==> config.mk <==
export PLATFORM = sky130hd
export DESIGN_NAME = operand_skew_feeder
export DESIGN_NICKNAME = d
export VERILOG_FILES = /design/src/rtl/operand_skew_feeder.sv
export SDC_FILE = /design/constraint.sdc
export NUM_CORES = 1
export LEC_CHECK = 0
export CAP_MARGIN = 20
export CELL_PAD_IN_SITES_DETAIL_PLACEMENT = 0
export CELL_PAD_IN_SITES_GLOBAL_PLACEMENT = 1
export CORE_ASPECT_RATIO = 1.75
export CORE_UTILIZATION = 35
export CTS_CLUSTER_SIZE = 14
export DETAILED_ROUTE_END_ITERATION = 8
export PLACE_DENSITY = 0.78
export SYNTH_ARGS = -nofsm -noshare
export SYNTH_HDL_FRONTEND = slang
export SYNTH_SLANG_ARGS = --single-unit
==> constraint.sdc <==
create_clock -name clk -period 2.7 [get_ports clk]
set_input_delay 0.27 -clock clk [delete_from_list [all_inputs] [get_ports clk]]
set_output_delay 0.27 -clock clk [all_outputs]
set_load 0.01 [all_outputs]
==> src/rtl/operand_skew_feeder.sv <==
// operand_skew_feeder
//
// Feeds one edge of the systolic PE array. One operand vector per cycle
// arrives from a buffer over valid/ready. Lane i is delayed by i extra
// cycles so that operands meet their partners on the array diagonal.
// Each start runs one burst of k_len vectors. The skew pipeline is then
// flushed with zeros, and done pulses for one cycle.
//
// Ports:
//   clk       - single clock, all logic on the rising edge
//   rst       - synchronous active-high reset, aborts any burst in flight
//   start     - begin a burst (only looked at while idle)
//   k_len     - burst length, captured when start is accepted
//   in_valid  - upstream vector valid
//   in_ready  - block accepts a vector this cycle (depends on state only)
//   in_vec    - input vector, lane i at bits [i*DW +: DW]
//   out_vec   - skewed operands to the array edge, same lane packing
//   out_fire  - one-cycle pulse aligned with lane 0 of the first vector
//   busy      - high whenever the block is not idle
//   done      - one-cycle pulse at burst completion
module operand_skew_feeder #(
  parameter int LANES = 8,
  parameter int DW    = 8,
  parameter int KW    = 16
) (
  input  logic                clk,
  input  logic                rst,
  input  logic                start,
  input  logic [KW-1:0]       k_len,
  input  logic                in_valid,
  output logic                in_ready,
  input  logic [LANES*DW-1:0] in_vec,
  output logic [LANES*DW-1:0] out_vec,
  output logic                out_fire,
  output logic                busy,
  output logic                done
);

  // drain_cnt must be able to hold the value LANES
  localparam int DCW = $clog2(LANES + 1);

  typedef enum logic [1:0] {
    IDLE,
    STREAM,
    DRAIN,
    DONE
  } state_t;

  state_t          state;
  state_t          next_state;
  logic [KW-1:0]   k_reg;
  logic [KW-1:0]   accept_cnt;
  logic [DCW-1:0]  drain_cnt;
  logic            accept;
  logic            last_accept;
  logic            drain_end;

  assign accept      = in_valid & in_ready;
  assign last_accept = accept && (accept_cnt == (k_reg - KW'(1)));
  // The drain lasts LANES cycles, so lane LANES-1 of the final vector
  // has left the chain when the block reaches DONE.
  assign drain_end   = (drain_cnt == DCW'(LANES - 1));

  // State register
  always_ff @(posedge clk) begin
    if (rst) begin
      state <= IDLE;
    end else begin
      state <= next_state;
    end
  end

  // Next-state logic. A zero-length burst skips STREAM and DRAIN.
  always_comb begin
    next_state = state;
    unique case (state)
      IDLE: begin
        if (start) begin
          next_state = (k_len != '0) ? STREAM : DONE;
        end
      end
      STREAM: begin
        if (last_accept) begin
          next_state = DRAIN;
        end
      end
      DRAIN: begin
        if (drain_end) begin
          next_state = DONE;
        end
      end
      DONE: begin
        next_state = IDLE;
      end
      default: begin
        next_state = IDLE;
      end
    endcase
  end

  // State-decoded outputs. in_ready must never depend on in_valid.
  always_comb begin
    in_ready = (state == STREAM);
    busy     = (state != IDLE);
    done     = (state == DONE);
  end

  // Burst bookkeeping. The burst length is latched at start. Accepts are
  // counted, and bubbles are not. The drain counter runs only in DRAIN.
  always_ff @(posedge clk) begin
    if (rst) begin
      k_reg      <= '0;
      accept_cnt <= '0;
      drain_cnt  <= '0;
    end else begin
      if (state == IDLE && start && k_len != '0) begin
        k_reg      <= k_len;
        accept_cnt <= '0;
      end else if (accept) begin
        accept_cnt <= accept_cnt + KW'(1);
      end
      if (state == DRAIN) begin
        drain_cnt <= drain_cnt + DCW'(1);
      end else begin
        drain_cnt <= '0;
      end
    end
  end

  // The fire pulse is registered, so it lines up with lane 0 of the
  // first accepted vector, which also appears one cycle after its accept.
  always_ff @(posedge clk) begin
    if (rst) begin
      out_fire <= 1'b0;
    end else begin
      out_fire <= accept && (accept_cnt == '0);
    end
  end

  // Skew chains. Lane i holds i+1 registers. Every chain shifts on every
  // cycle in every state, and zeros enter whenever no vector is accepted.
  // This keeps the lanes aligned through bubbles and during the drain.
  for (genvar i = 0; i < LANES; i++) begin : g_lane
    logic [DW-1:0] chain [0:i];

    always_ff @(posedge clk) begin
      if (rst) begin
        for (int j = 0; j <= i; j++) begin
          chain[j] <= '0;
        end
      end else begin
        chain[0] <= accept ? in_vec[i*DW +: DW] : '0;
        for (int j = 1; j <= i; j++) begin
          chain[j] <= chain[j-1];
        end
      end
    end

    assign out_vec[i*DW +: DW] = chain[i];
  end

endmodule

=== After elaboration in Yosys (flattened, before gate mapping) ===
Memory sizes are Yosys's and may differ from the RTL's.
Cells that the tools add are included.

* Logic and storage cells: 126
* Register bits after elaboration: 39
* ROM bits: 0
* Bits in writable memories: 288
* Bits of input ports: 84
* Memories kept: 8
* Output and inout bits: 68
* Bits in latches: 0

* Multipliers: 0
* Add/subtract/negate cells: 3
* Eq/ne operators: 8
* Reductions and logical operators: 12
* Div/mod/pow operators: 0
* Order comparisons: 0
* Mux-type cells: 53
* Shift-type cells: 0
* Bitwise operators: 37

{| class="wikitable"
|+ Memory list
! memory !! words !! bits a word !! rd ports !! clocked after Yosys merged registers in !! wr ports !! line !! text
|-
| g_lane[7].chain || 8 || 8 || 8 || 0 || 8 || 144 || <nowiki>logic [DW-1:0] chain [0:i];</nowiki>
|-
| g_lane[6].chain || 7 || 8 || 7 || 0 || 7 || 144 ||
|-
| g_lane[5].chain || 6 || 8 || 6 || 0 || 6 || 144 ||
|-
| g_lane[4].chain || 5 || 8 || 5 || 0 || 5 || 144 ||
|-
| g_lane[3].chain || 4 || 8 || 4 || 0 || 4 || 144 ||
|-
| g_lane[2].chain || 3 || 8 || 3 || 0 || 3 || 144 ||
|-
| +2 memories || - || - || - || - || - || - ||
|}

{| class="wikitable"
|+ Operator list
! kind !! number
|-
| $mux W8 || 44
|-
| $or A1 B1 Y1 || 35
|-
| $add A16 B1 Y16 const B || 1
|-
| $eq A16 B16 Y1 || 1
|-
| $logic_not A16 Y1 || 1
|-
| $reduce_bool A16 Y1 || 1
|-
| $sub A16 B1 Y16 const B || 1
|-
| $mux W2 || 4
|-
| $pmux W2 S4 || 1
|-
| $reduce_or A8 Y1 || 1
|-
| $add A4 B1 Y4 const B || 1
|-
| $eq A2 B2 Y1 const B || 2
|-
| $eq A4 B3 Y1 const B || 1
|-
| $logic_and A1 B1 Y1 || 4
|-
| $mux W1 || 4
|-
| $ne A2 B2 Y1 const B || 2
|-
| $reduce_or A2 Y1 || 2
|-
| $reduce_and A3 Y1 || 1
|-
| $eq A2 B1 Y1 const B || 1
|-
| $logic_not A2 Y1 || 1
|-
| $ne A2 B1 Y1 const B || 1
|-
| $reduce_bool A2 Y1 || 1
|-
| $and A1 B1 Y1 || 1
|-
| $not A1 Y1 || 1
|}

=== Depth between registers and ports, before layout ===
* Depth after elaboration: 5
* Depth in mapped cells: 8
* Mapped depth without buffers: 8

=== Worst setup path before layout ===
Ideal clock, no wire load.

* Kind: register to register
* Start: register k_reg[2]
* End: register state[0]
* Setup slack: 0.413 ns
* Clock period less this slack: 2.287 ns
* Path buffers: 2
* Stages on the path, launching flop included: 9
* Library setup time: 0.072 ns
* Arrival: 2.215 ns
* Cells stage by stage: dfxtp_1 > buf_6 > or4_1 > clkbuf_2 > or4_4 > a211oi_2 > o22ai_2 > o31ai_4 > mux2i_1

* Word-level cells in the longest chain between the ends: 5

{| class="wikitable"
|+ RTL lines
! what !! line !! text
|-
| start, declared || 51 || <nowiki>logic [KW-1:0] k_reg;</nowiki>
|-
| start signal, assigned || 117 || <nowiki>k_reg <= k_len;</nowiki>
|-
| $sub A16 B1 Y16 || 59 || <nowiki>assign last_accept = accept && (accept_cnt == (k_reg - KW'(1)));</nowiki>
|-
| $eq A16 B16 Y1 || 59 ||
|-
| $logic_and A1 B1 Y1 || 59 ||
|-
| $ne A2 B1 Y1 (no line) || - ||
|-
| $reduce_and A3 Y1 (no line) || - ||
|-
| end signal, assigned || 69 || <nowiki>state <= next_state;</nowiki>
|-
| end, declared || 49 || <nowiki>state_t state;</nowiki>
|}

Every way passes these cells.
A chain may end at the register's enable or synchronous reset.

=== Final worst setup path ===
* Start: register k_reg[0]
* End: register state[1]

The elaborated chain is that of the path after synthesis.

==> report_table.html <==
<table>
<tr><th>Metric</th><th>Value</th></tr>
<tr><th colspan="2">Worst setup path</th></tr>
<tr><td>Kind of start point of the critical path</td><td>register</td></tr>
<tr><td>Crit. End Element</td><td>register</td></tr>
<tr><td>Gate family responsible for the most delay along the worst path</td><td>compound AO/OA/AOI/OAI gates</td></tr>
<tr><td>Flop2flop setup slack</td><td>220 ps</td></tr>
<tr><td>Peak per-stage delay on the critical path</td><td>500 ps</td></tr>
<tr><td>Launching element of the worst setup path</td><td>k_reg[0]</td></tr>
<tr><td>Crit path buffers/inverters</td><td>1</td></tr>
<tr><td>Capture instance of the worst register-to-register path</td><td>state[1]</td></tr>
<tr><td>Cell with the biggest individual delay on the critical path</td><td>or3b_2</td></tr>
<tr><td>Max FO, Critical Path</td><td>6</td></tr>
<tr><td>Worst Path Class, Setup</td><td>reg2reg</td></tr>
<tr><td>Number of logic stages on the critical path including buffering</td><td>8</td></tr>
<tr><td>Critical Path AT</td><td>a little under 3000 ps</td></tr>
<tr><td>Worst-path cell chain</td><td>inv_1 &gt; ha_1 &gt; or3b_2 &gt; nor3_1 &gt; o211ai_1 &gt; a2111o_1 &gt; o31ai_4 &gt; mux2i_1</td></tr>
<tr><td>Beginning of the worst register-to-register path</td><td>k_reg[0]</td></tr>
<tr><td>Destination of the critical timing path</td><td>state[1]</td></tr>
<tr><td>Required time of the worst setup path</td><td>3180 ps</td></tr>
<tr><td>Length in cells of the worst reg-to-reg path</td><td>8</td></tr>
<tr><th colspan="2">GRT</th></tr>
<tr><td>Met3 Track Usage GR</td><td>2.063%</td></tr>
<tr><td>Pin count of the biggest net entering global routing</td><td>86</td></tr>
<tr><td>First-pass GRT wire length</td><td>27,010 µm</td></tr>
<tr><td>GR Layer Usage met2</td><td>20.54%</td></tr>
<tr><td>Initial antenna violation count</td><td>0</td></tr>
<tr><td>Top Usage Layer GRT</td><td>met2</td></tr>
<tr><td>Overall overflow remaining after global route</td><td>0</td></tr>
<tr><td>Total routing resource utilization after global routing</td><td>11.10%</td></tr>
<tr><td>Number of global-route vias before repair</td><td>around 5,600</td></tr>
<tr><td>Met1 Usage GRT</td><td>11.35%</td></tr>
<tr><th colspan="2">Placement</th></tr>
<tr><td>Dpl hpwl</td><td>~11,000 µm</td></tr>
<tr><td>GP Congestion</td><td>0.8043</td></tr>
<tr><td>Instance area at placement</td><td>~12,000 µm²</td></tr>
<tr><td>Number of buffer cells added on primary ports</td><td>151</td></tr>
<tr><th colspan="2">Power</th></tr>
<tr><td>Logic gate share of total power</td><td>10.8%</td></tr>
<tr><td>Cell internal power dissipation</td><td>7.641 mW</td></tr>
<tr><td>Largest vdd supply drop</td><td>0.4708 mV</td></tr>
<tr><td>Net Sw Power</td><td>roughly 2.3 mW</td></tr>
<tr><td>Register share of total power</td><td>51.3%</td></tr>
<tr><td>Leak</td><td>4.895 nW</td></tr>
<tr><td>Clock Power Share</td><td>between 30% and 40%</td></tr>
<tr><td>Power density of the placed cells</td><td>just under 800 nW/µm²</td></tr>
<tr><td>Share of total power consumed by net switching</td><td>23.14%</td></tr>
<tr><th colspan="2">STA</th></tr>
<tr><td>Min cycle time layout</td><td>between 2000 and 2500 ps</td></tr>
<tr><td>Achievable Freq</td><td>between 0.4 and 0.5 GHz</td></tr>
<tr><td>Setup repair after global routing missed its margin</td><td>false</td></tr>
<tr><td>Post-Route Setup TNS</td><td>0 ps</td></tr>
<tr><td>Final hold viol count</td><td>0</td></tr>
<tr><td>Tcrit/Tclk final</td><td>91.94%</td></tr>
<tr><td>Final count of pins violating max slew</td><td>0</td></tr>
<tr><td>Final number of setup-violating endpoints</td><td>0</td></tr>
<tr><td>Measured slew at the worst slew-check pin</td><td>just under 600 ps</td></tr>
<tr><td>Worst-case clock skew</td><td>7.790 ps</td></tr>
<tr><td>Worst slew margin</td><td>61.12%</td></tr>
<tr><th colspan="2">Floorplanning</th></tr>
<tr><td>Effective utilization at floorplan</td><td>35.74%</td></tr>
<tr><td>DIE HEIGHT</td><td>228.6 µm</td></tr>
<tr><td>Row cnt</td><td>82</td></tr>
<tr><td>Core footprint</td><td>28,730 µm²</td></tr>
<tr><td>Die extent in x</td><td>131.5 µm</td></tr>
<tr><td>DIE AREA</td><td>30,050 µm²</td></tr>
<tr><td>IO Count</td><td>152</td></tr>
<tr><th colspan="2">Clock network</th></tr>
<tr><td>Longest Clk Path Bufs</td><td>3</td></tr>
<tr><td>Worst-Skew Late Latency</td><td>between 500 and 600 ps</td></tr>
<tr><td>Number of buffers inserted by post-CTS setup repair</td><td>0</td></tr>
<tr><td>H-tree depth</td><td>1</td></tr>
<tr><td>Total clock buffers created by CTS</td><td>29</td></tr>
<tr><td>Total number of clock tree sinks</td><td>327</td></tr>
<tr><td>TritonCTS clock tree</td><td>built</td></tr>
<tr><td>Clock Pin Slew Worst Setup and Hold Paths</td><td>approximately 70 ps</td></tr>
<tr><td>Total of cells resized after clock tree synthesis</td><td>0</td></tr>
<tr><td>Hold bufs inserted after CTS</td><td>0</td></tr>
<tr><td>Clock tree root buffer cell</td><td>clkbuf_16</td></tr>
<tr><th colspan="2">Synth</th></tr>
<tr><td>Sequential area share after synthesis</td><td>a little under two thirds</td></tr>
<tr><td>Yosys top cell area share</td><td>approximately 64%</td></tr>
<tr><td>Cell count after synthesis</td><td>around 910</td></tr>
<tr><td>Netlist area before placement</td><td>10,270 µm²</td></tr>
<tr><td>Fraction of registers with async set/reset</td><td>0%</td></tr>
<tr><td>Count of yosys warnings during synthesis</td><td>0</td></tr>
<tr><td>Count of state elements after synthesis</td><td>327</td></tr>
<tr><td>Post-Synthesis Net Count</td><td>1,006</td></tr>
<tr><td>Biggest area consumer among synthesized cells</td><td>dfxtp_1</td></tr>
<tr><td>Prevailing post-synth register cell</td><td>dfxtp_1</td></tr>
<tr><td>Number of synthesized flops with an enable pin</td><td>0</td></tr>
<tr><td>Top cells by area, synth</td><td>dfxtp_1 64%, nor2b_1 14%, and2_1 4.0%, buf_4 2.9%, mux2i_1 1.9%</td></tr>
<tr><td>Mean area per synthesized cell</td><td>11.24 µm²</td></tr>
<tr><td>Unique masters post-synth</td><td>49</td></tr>
<tr><th colspan="2">Detailed routing</th></tr>
<tr><td>Final wirelength</td><td>between 15,000 and 20,000 µm</td></tr>
<tr><td>Remaining routing DRC violations</td><td>0</td></tr>
<tr><td>Vias per cell</td><td>4.072</td></tr>
<tr><td>WL/cell</td><td>11.74 µm</td></tr>
<tr><td>Post-detailed-route count of antenna-violating nets</td><td>0</td></tr>
<tr><td>Number of iterations in the first detailed-routing pass</td><td>4</td></tr>
<tr><td>Total number of vias</td><td>between 5,000 and 6,000</td></tr>
<tr><td>Initial DRC count</td><td>179</td></tr>
<tr><th colspan="2">Layout</th></tr>
<tr><td>Proportion of layout cells with a drive suffix above 1</td><td>5.329%</td></tr>
<tr><td>Flip-flop count of the largest register, all copies and words added</td><td>around 290</td></tr>
<tr><td>Number of filler instances in the final layout</td><td>2,707</td></tr>
<tr><td>Synthesis-to-layout area growth</td><td>23.89%</td></tr>
<tr><td>Total inserted antenna cells</td><td>0</td></tr>
<tr><td>Net count of the finished layout</td><td>1,111</td></tr>
<tr><td>Design Area, Final</td><td>around 13,000 µm²</td></tr>
<tr><th colspan="2">Flow run</th></tr>
<tr><td>Count of maximum capacitance violations</td><td>0</td></tr>
<tr><th colspan="2">Min path</th></tr>
<tr><td>Class of the tightest hold or removal check</td><td>in2reg</td></tr>
<tr><th colspan="2">Status</th></tr>
<tr><td>Result of the run</td><td>finished, final reports clean</td></tr>
</table>
## per-layer routing
| layer | wire (µm) | vias to the layer above |
|---|---|---|
| met3 | 771 | 36 |
| met2 | 8451 | 127 |
| li1 | - | 3025 |
| met4 | 749 | 0 |
| met5 | 0 | - |
| met1 | 6581 | 2554 |
## how the worst min path moves through the flow
stage                     cells past startpoint                     end  slack [ps]                  start
after floorplan                               1   g_lane[0].chain[0][0]         390              in_vec[0]
after global placement                        1  g_lane[1].chain[0][10]         420  g_lane[1].chain[0][2]
after detailed placement                      1   g_lane[1].chain[0][9]         420  g_lane[1].chain[0][1]
after CTS                                     2  g_lane[2].chain[0][13]         190                    rst
after global routing                          2  g_lane[2].chain[0][13]         210                    rst
final                                         2  g_lane[4].chain[0][38]         200                    rst
## Yosys cell counts, types with 2 or more instances
cell,number
a2111oi_0,2
a21oi_1,6
and2_1,66
and3_1,6
buf_4,40
clkbuf_1,42
dfxtp_1,327
ha_1,9
inv_1,10
mux2i_1,19
nand2_1,14
nand2b_1,6
nand3_1,3
nand3b_1,3
nand4_1,5
nor2_1,45
nor2b_1,224
nor3_1,8
nor4_1,9
o21ai_0,3
or3_1,5
or4_1,3
xnor2_1,14
xor2_1,19
## placed cells by master, fill, tap and decap left out, drive strengths merged, types with 2 or more instances in the layout
| master | Yosys | final |
|---|---|---|
| dfxtp | 327 | 327 |
| nor2b | 224 | 224 |
| clkdlybuf4s50 | 0 | 150 |
| and2 | 66 | 66 |
| nor2 | 45 | 45 |
| clkbuf | 43 | 40 |
| mux2i | 19 | 19 |
| xor2 | 19 | 19 |
| nand2 | 14 | 14 |
| xnor2 | 14 | 14 |
| inv | 10 | 13 |
| nor4 | 9 | 9 |
| ha | 9 | 9 |
| nor3 | 8 | 8 |
| and3 | 7 | 7 |
| buf | 41 | 7 |
| nand2b | 6 | 6 |
| a21oi | 6 | 6 |
| or3 | 6 | 6 |
| nand4 | 5 | 5 |
| or4 | 4 | 4 |
| nand3 | 3 | 3 |
| o21ai | 3 | 3 |
| nand3b | 3 | 3 |
| a2111oi | 2 | 2 |
| a211oi | 2 | 2 |
## power by group through the flow
stage          clock network [mW]  logic, mW  registers [mW]
6_report                     3.77       1.07            5.10
2_1_floorplan                   0      0.728            5.17
4_1_cts                      3.94       1.09            5.09
3_5_place_dp                    0       1.09            5.20
5_1_grt                      4.13       1.17            5.11
3_3_place_gp                    0       1.07            5.20
## cell families (layout without fill, tap and decap cells)
| family | after synthesis | in the layout | synth area share [%] |
|---|---|---|---|
| AOI/OAI and AO/OA | 24 | 24 | 1.938 |
| muxes | 19 | 19 | 1.853 |
| DFF | 327 | 327 | 63.77 |
| and+or+nand+nor | 407 | 407 | 23.55 |
| buffers and inverters | 94 | 213 | 4.985 |
| adders and majority gates | 9 | 9 | 1.097 |
| xor gates and xnor gates | 33 | 33 | 2.815 |
## worst reg2reg max path, delay by kind of cell (launching register included)
| kind | cells | cell delay, ps |
|---|---|---|
| DFF | 1 | 360 |
| buffers and inverters | 1 | 80 |
| and+or+nand+nor | 2 | 690 |
| adders and majority gates | 1 | 250 |
| AOI/OAI and AO/OA | 3 | 830 |
| muxes | 1 | 220 |
## layout make-up
cell class | instances | area, µm² | area share (%)
timing repair buffer | 158 | 1593 | 12.52
clock inverter | 6 | 80.08 | 0.6296
sequential | 327 | 6546 | 51.47
inverter | 10 | 37.54 | 0.2951
clock buffer | 39 | 773.2 | 6.080
multi-input combinational | 492 | 3216 | 25.28
tap | 378 | 473.0 | 3.719
## per-stage QoR
| step | total power [mW] | cells | setup slack (ps) | util [%] | hold WS [ps] |
|---|---|---|---|---|---|
| after floorplan | 5.898 | 913 | 413.4 | - | 391.7 |
| after global placement | 6.268 | 1365 | 269.2 | 41.30 | 415.1 |
| after detailed placement | 6.290 | 1365 | 203.9 | 41.30 | 420.4 |
| after CTS | 10.13 | 1410 | 197.3 | 44.27 | 190.1 |
| after global routing | 10.42 | 1410 | 43.47 | 44.27 | 208.9 |
| final | 9.941 | 1410 | 217.7 | 44.27 | 197.1 |
Power figures use the tool's default switching activity.
